$ cat config.mk
export PLATFORM = sky130hd
export DESIGN_NAME = hazard_ctrl
export DESIGN_NICKNAME = d
export VERILOG_FILES = /design/src/rtl/hazard_ctrl.sv
export SDC_FILE = /design/constraint.sdc
export NUM_CORES = 1
export LEC_CHECK = 0
export ABC_AREA = 1
export ABC_CLOCK_PERIOD_IN_PS = 3300
export BUFFER_PORTS_ARGS = -buffer_cell sky130_fd_sc_hd__buf_4
export CORE_MARGIN = 10
export CORE_UTILIZATION = 25
export CTS_CLUSTER_SIZE = 8
export DETAILED_ROUTE_END_ITERATION = 7
export GPL_ROUTABILITY_DRIVEN = 0
export PLACE_DENSITY_LB_ADDON = 0.12
export SYNTH_ARGS = -nofsm -noshare
export SYNTH_HDL_FRONTEND = slang
export SYNTH_SLANG_ARGS = --single-unit
$ cat constraint.sdc
create_clock -name clk -period 3.3 [get_ports clk]
set_clock_uncertainty 0.1 [all_clocks]
set_input_delay 0.33 -clock clk [delete_from_list [all_inputs] [get_ports clk]]
set_output_delay 0.33 -clock clk [all_outputs]
set_load 0.05 [all_outputs]
$ cat src/rtl/hazard_ctrl.sv
// Hazard and forwarding controller for the 5-stage pipeline. It keeps a shadow record of
// destination and timing for E/M/W and decodes the stall and every forwarding select from it.
module hazard_ctrl (
    input  logic       clk,
    input  logic       rst_n,
    input  logic [4:0] rs_d,
    input  logic [4:0] rt_d,
    input  logic [4:0] dst_d,
    input  logic [1:0] tnew_d,
    input  logic [1:0] tuse_rs_d,
    input  logic [1:0] tuse_rt_d,
    input  logic       jpath_d,
    output logic       stall_d,
    output logic [1:0] forward_rs_b,
    output logic [1:0] forward_rt_b,
    output logic [1:0] forward_rs_jr,
    output logic [1:0] forward_rt_ji,
    output logic [1:0] forward_rs_alu,
    output logic [1:0] forward_rt_alu,
    output logic       forward_rt_mem
);

    localparam logic [1:0] TUSE_NONE = 2'd3;

    logic [4:0] e_dst;
    logic [1:0] e_tnew;
    logic [4:0] e_rs;
    logic [4:0] e_rt;
    logic [1:0] e_tuse_rs;
    logic [1:0] e_tuse_rt;

    logic [4:0] m_dst;
    logic [1:0] m_tnew;
    logic [4:0] m_rt;
    logic [1:0] m_tuse_rt;

    logic [4:0] w_dst;

    always_ff @(posedge clk or negedge rst_n) begin
        if (!rst_n) begin
            e_dst     <= '0;
            e_tnew    <= '0;
            e_rs      <= '0;
            e_rt      <= '0;
            e_tuse_rs <= TUSE_NONE;
            e_tuse_rt <= TUSE_NONE;
            m_dst     <= '0;
            m_tnew    <= '0;
            m_rt      <= '0;
            m_tuse_rt <= TUSE_NONE;
            w_dst     <= '0;
        end else begin
            w_dst     <= m_dst;
            m_dst     <= e_dst;
            m_tnew    <= (e_tnew == 2'd0) ? 2'd0 : e_tnew - 2'd1;
            m_rt      <= e_rt;
            m_tuse_rt <= e_tuse_rt;
            if (stall_d) begin
                // Bubble: writes nothing and consumes nothing.
                e_dst     <= '0;
                e_tnew    <= '0;
                e_rs      <= '0;
                e_rt      <= '0;
                e_tuse_rs <= TUSE_NONE;
                e_tuse_rt <= TUSE_NONE;
            end else begin
                e_dst     <= dst_d;
                e_tnew    <= tnew_d;
                e_rs      <= rs_d;
                e_rt      <= rt_d;
                e_tuse_rs <= tuse_rs_d;
                e_tuse_rt <= tuse_rt_d;
            end
        end
    end

    // Index 0 handles the rs operand, index 1 the rt operand.
    logic [4:0] src_d    [2];
    logic [1:0] tuse_d   [2];
    logic [4:0] src_e    [2];
    logic [1:0] tuse_e   [2];
    logic [1:0] b_sel    [2];
    logic [1:0] jr_sel   [2];
    logic [1:0] alu_sel  [2];
    logic [1:0] src_stall;

    assign src_d[0]  = rs_d;
    assign src_d[1]  = rt_d;
    assign tuse_d[0] = tuse_rs_d;
    assign tuse_d[1] = tuse_rt_d;
    assign src_e[0]  = e_rs;
    assign src_e[1]  = e_rt;
    assign tuse_e[0] = e_tuse_rs;
    assign tuse_e[1] = e_tuse_rt;

    genvar gi;
    generate
        for (gi = 0; gi < 2; gi++) begin : g_src
            logic d_used;
            logic e_hit;
            logic m_hit;
            logic w_hit;
            logic alu_m_hit;
            logic alu_w_hit;

            assign d_used    = (tuse_d[gi] != TUSE_NONE);
            assign e_hit     = (e_dst != 5'd0) && (e_dst == src_d[gi]);
            assign m_hit     = (m_dst != 5'd0) && (m_dst == src_d[gi]);
            assign w_hit     = (w_dst != 5'd0) && (w_dst == src_d[gi]);
            assign alu_m_hit = (m_dst != 5'd0) && (m_dst == src_e[gi]);
            assign alu_w_hit = (w_dst != 5'd0) && (w_dst == src_e[gi]);

            // The branch comparator has no E-stage source, so any E hit stalls it.
            assign src_stall[gi] = d_used &&
                ((e_hit && (e_tnew > tuse_d[gi])) ||
                 (m_hit && (m_tnew > tuse_d[gi])) ||
                 ((tuse_d[gi] == 2'd0) && !jpath_d && e_hit));

            assign jr_sel[gi] = !d_used                       ? 2'd0 :
                                (e_hit && (e_tnew == 2'd0))   ? 2'd1 :
                                m_hit                         ? 2'd2 :
                                w_hit                         ? 2'd3 : 2'd0;

            assign b_sel[gi]  = !d_used                       ? 2'd0 :
                                (m_hit && (m_tnew == 2'd0))   ? 2'd1 :
                                w_hit                         ? 2'd2 : 2'd0;

            assign alu_sel[gi] = (tuse_e[gi] > 2'd1) ? 2'd0 :
                                 alu_m_hit           ? 2'd1 :
                                 alu_w_hit           ? 2'd2 : 2'd0;
        end
    endgenerate

    assign stall_d        = |src_stall;
    assign forward_rs_b   = b_sel[0];
    assign forward_rt_b   = b_sel[1];
    assign forward_rs_jr  = jr_sel[0];
    assign forward_rt_ji  = jr_sel[1];
    assign forward_rs_alu = alu_sel[0];
    assign forward_rt_alu = alu_sel[1];
    assign forward_rt_mem = (m_tuse_rt == 2'd2) && (w_dst != 5'd0) && (w_dst == m_rt);

endmodule

-- After elaboration in Yosys (flattened, before gate mapping)
Index checks and enable logic that the tools add are counted.
- input bits: 24
- register bits: 40
- memories: 0
- bits in read-only memories: 0
- output and inout bits: 14
- RAM bits: 0
- latch bits: 0
- bitwise operators: 0
- shift operators: 0
- reduce and logical (&&, ||, !) cells: 39
- $add $sub $neg: 1
- $mul: 0
- order comparisons: 6
- muxes and demuxes: 27
- divide/modulo/power cells: 0
- equality and inequality tests: 14
- operator list (cell ; number):
    $eq 5x5->1 ; 11
    $mux 2 ; 24
    $logic_and 1x1->1 ; 26
    $mux 5 ; 3
    $reduce_bool 5->1 ; 3
    $gt 2x2->1 ; 4
    $logic_not 2->1 ; 4
    $gt 2x1->1 const B ; 2
    $logic_or 1x1->1 ; 4
    $ne 2x2->1 const B ; 2
    $eq 2x2->1 const B ; 1
    $reduce_or 2->1 ; 1
    $sub 2x1->2 const B ; 1
    $logic_not 1->1 ; 1

-- Depth between registers and ports, before layout
- depth after elaboration: 8
- mapped depth: 12
- gate-level depth less buffers: 11

-- Worst setup path after synthesis
OpenSTA, ideal clock, no wires.
- path type: reg2out
- from: reg m_dst[1]
- to: out forward_rs_b[0]
- slack: 457 ps
- data arrival time: 2413 ps
- cell stages (with the launch flop): 7
- cells stage by stage: dfrtp_1 -> buf_2 -> xnor2_1 -> nand2_1 -> nor2_1 -> nand2_1 -> nor4_1
- cells in the longest elaborated chain, start to end: 5
- elaborated cells between the ends (all ways): 6
- ends and longest elaborated chain (element ; RTL line ; RTL):
    start: declaration ; 32 ; logic [4:0] m_dst;
    start signal: assignment ; 54 ; m_dst <= e_dst;
    $eq 5x5->1 / $reduce_bool 5->1 (equally long branches) ; 108 ; assign m_hit = (m_dst != 5'd0) && (m_dst == src_d[gi]);
    $logic_and 1x1->1 * ; 108 ;
    $logic_and 1x1->1 * ; 125 ; (m_hit && (m_tnew == 2'd0)) ? 2'd1 :
    $mux 2 * ; 125 ;
    $mux 2 * ; 124 ; assign b_sel[gi] = !d_used ? 2'd0 :
    end: declaration ; 14 ; output logic [1:0] forward_rs_b,
Mark *: on every way between the ends. The rest lies on a longest branch, timed or not.

-- Worst setup path after layout
- from: reg e_tnew[1]
- to: out stall_d
- cells in the longest elaborated chain, start to end: 6
- elaborated cells between the ends (all ways): 11
- ends and longest elaborated chain (element ; RTL line ; RTL):
    start: declaration ; 26 ; logic [1:0] e_tnew;
    start signal: assignment ; 68 ; e_tnew <= tnew_d;
    $gt 2x2->1 ; 115 ; ((e_hit && (e_tnew > tuse_d[gi])) ||
    $logic_and 1x1->1 ; 115 ;
    $logic_or 1x1->1 ; 115 ;
    $logic_or 1x1->1 ; 116 ; (m_hit && (m_tnew > tuse_d[gi])) ||
    $logic_and 1x1->1 ; 114 ; assign src_stall[gi] = d_used &&
    $reduce_or 2->1 * ; 134 ; assign stall_d = |src_stall;
    end: declaration ; 13 ; output logic stall_d,
Marked as above.

==> results_dict.tcl <==
set metrics [dict create \
    cp.required_ns 2.87 \
    numCtsBuffers 5 \
    die_y_um 118.2 \
    core_um2 9328 \
    cp-start-kind "flop" \
    clock_tree.buffer_depth 2 \
    fmax_mhz 395.9 \
    fp-row-count 35 \
    portBuffers 37 \
    dp_hpwl_mm 5.324 \
    ys_types 32 \
    final_cell_count_no_fill 475 \
    synthArstFlopShare_pct 100.0 \
    fp.dieW_um 118.2 \
    cts.sinks 39 \
    syn_area_um2 2409 \
    drcViolationCount 0 \
    antenna_found_initial 0 \
    dpl_cell_area_um2 2801 \
    max_stage_delay_ns 0.45 \
    slew_headroom_pct 65.80 \
    outcome "finished clean" \
    syn-num-nets 339 \
    via_per_inst 4.101 \
    p_leak_uw 0.001497 \
    ys_ff_latch 39 \
    ant_nets 0 \
    dp_cells 466 \
    arrival_ns 2.10 \
    hold_depth 3 \
    grt_util_all_layers_pct 9.831 \
    clkTransAtPathRegs_ns 0.08 \
    grt_pass1_wl_mm 11.12 \
    slew_violations 0 \
    finalCriticalPeriod_ns 2.526 \
    drive_gt1_share_pct 21.10 \
    vdd_ir_drop_max_v 0.0001920 \
    h-tree-depth 2 \
    avgSynthCellArea_um2 7.845 \
    slowest_stage "dfrtp_1" \
    synthCells 307 \
    clk_latency_ns 0.29 \
    drtPass1Iterations 4 \
    grt_max_degree 40 \
    crit_type "flop to output port" \
    drt_iter0_drc 82 \
    wl_per_cell_um 13.81 \
    synth-edff-count 0 \
    routed_wl_mm 6.561 \
    io_pins 38 \
    power_uw 1227 \
    final_cell_area_um2 2929 \
    tightest_slew_ns 0.5129 \
    nets 377 \
    drv_cap 0 \
    r2r_cells 10 \
    yosysTopAreaCell "dfrtp_1" \
    setup_tns_ns 0 \
    synth_top_area_share_pct 35.32 \
    cellPowerDensity_nw_per_um2 418.8 \
    crit_path_end_kind "output port" \
    yosys_warnings 0 \
    cpMostUsedCell "nand2_4" \
    grt_pass1_vias 2133 \
    initial_core_util_pct 25.82 \
    cts_root_buf "clkbuf_8" \
    dieArea_um2 13960 \
    finalHoldViolations 0 \
    vias 1948 \
    rsz0062_at_grt "no" \
    areaGrowthSynthToFinish_pct 21.61 \
    ys.flop_type "dfrtp_1" \
    setup_viol 0 \
    path_cells "ha_1 -> inv_1 -> nor2_1 -> o21ai_0 -> nand2_1 -> nand3_1 -> nand2_2 -> nand2_4 -> nand2_4 -> buf_4" \
    yosysSeqAreaShare_pct 40.78 \
    hold_class "input port to flop" \
    crit_path_max_fanout 18 \
    overflow 0 \
    post-route-period-util_pct 76.54 \
    synth.area.top_cells "dfrtp_1 35%, nand2_1 10%, inv_1 7.3%" \
    cts_tree "done" \
    antenna_cells 0 \
]
-- synthesized netlist by cell type (2+ instances only) --
cell type / n
nand2_1: 64
inv_1: 47
nor2_1: 37
dfrtp_1: 34
xnor2_1: 18
nand3_1: 17
xor2_1: 12
nor2_2: 10
a21oi_1: 9
ha_1: 8
nor3_1: 6
dfstp_2: 5
nand4_1: 4
o21ai_0: 4
or2_2: 4
nand2_4: 3
nor4_1: 3
o22ai_1: 3
buf_2: 2
buf_6: 2
clkbuf_2: 2
nand2_2: 2
nand3_2: 2
-- power breakdown --
| group | switching [uW] | internal [uW] |
|---|---|---|
| sequential | 43.8 | 515 |
| combinational | 148 | 104 |
| clock | 171 | 245 |
-- final timing paths --
check / from / to / slack [ns]
hold / removal: tnew_d[0] / e_tnew[0] / 0.15
max in group asynchronous: rst_n / e_tuse_rt[0] / 2.27
setup reg to reg: e_tnew[1] / e_rt[4] / 1.41
hold reg to reg: e_tuse_rt[0] / m_tuse_rt[0] / 0.26
min in group asynchronous: rst_n / m_rt[4] / 0.45
setup / recovery: e_tnew[1] / stall_d / 0.77
-- per-layer routing --
| metal | share of wire (%) | wire (um) | global-route usage (%) |
|---|---|---|---|
| met1 | 48 | 3165 | 12.87 |
| met2 | 47 | 3109 | 15.99 |
| met3 | 4.1 | 270 | 2.808 |
| met4 | 0.21 | 14 | 1.391 |
| met5 | 0 | 0 | 0 |
-- cells by family after synthesis --
logic type	after synthesis	synth area share, %
compound gates	20	4.832
buf+inv	54	9.247
xor+xnor	30	10.91
flops	39	40.78
fa+ha+maj	8	4.156
simple gates	156	30.08
-- sequential cells by signal (all words and copies together), names as in the netlist --
signal and flops:
m_tuse_rt 2, w_dst 5, e_tuse_rs 1, e_tuse_rt 2
m_dst 5, e_tnew 2, m_tnew 2, e_rs 5
e_rt 5, m_rt 5, e_dst 5
-- critical path: cells and delay by family, from the launching register on --
kind                     cells  cell delay, ns
adder cells (fa/ha/maj)      1            0.32
flip-flops                   1            0.45
AND/OR/NAND/NOR              6            0.65
buffers and inverters        2            0.30
AO/OA/AOI/OAI                1            0.07
-- layout by cell type (no fill, tap or decap), types with 4 or more instances in the layout --
cell type,count
or2_2,4
ha_1,8
o21ai_0,4
nand2_1,64
inv_1,47
nand4_1,4
xnor2_1,18
buf_4,37
clkbuf_8,6
nor2_1,37
nor2_2,10
nor3_1,6
nand3_1,17
xor2_1,12
dfstp_2,5
dfrtp_1,34
a21oi_1,9
-- timing repair --
action,CTS,global route
gates resized for setup,0,0
hold endpoints to repair,34,0
hold buffers,1,0
setup buffers,0,0
-- cell type report --
type / instances / area, um2
Clock buffer: 6 / 82.58
Clock inverter: 2 / 35.03
Fill cell: 1020 / 6399
Inverter: 47 / 176.4
Multi-Input combinational cell: 214 / 1204
Sequential cell: 39 / 982.2
Tap cell: 129 / 161.4
Timing Repair Buffer: 38 / 287.8
-- per-stage QoR --
step                setup slack, ns  hold slack [ns]  utilization [%]
detailed placement            1.013           0.2472            30.03
finish                       0.7742           0.1482            31.40
global route                 0.5978           0.1405            31.40
floorplan                    0.4572         -0.06559                -
global placement              1.038           0.2442            30.03
CTS                          0.7368           0.1374            31.40
Power figures use the tool's default switching activity.
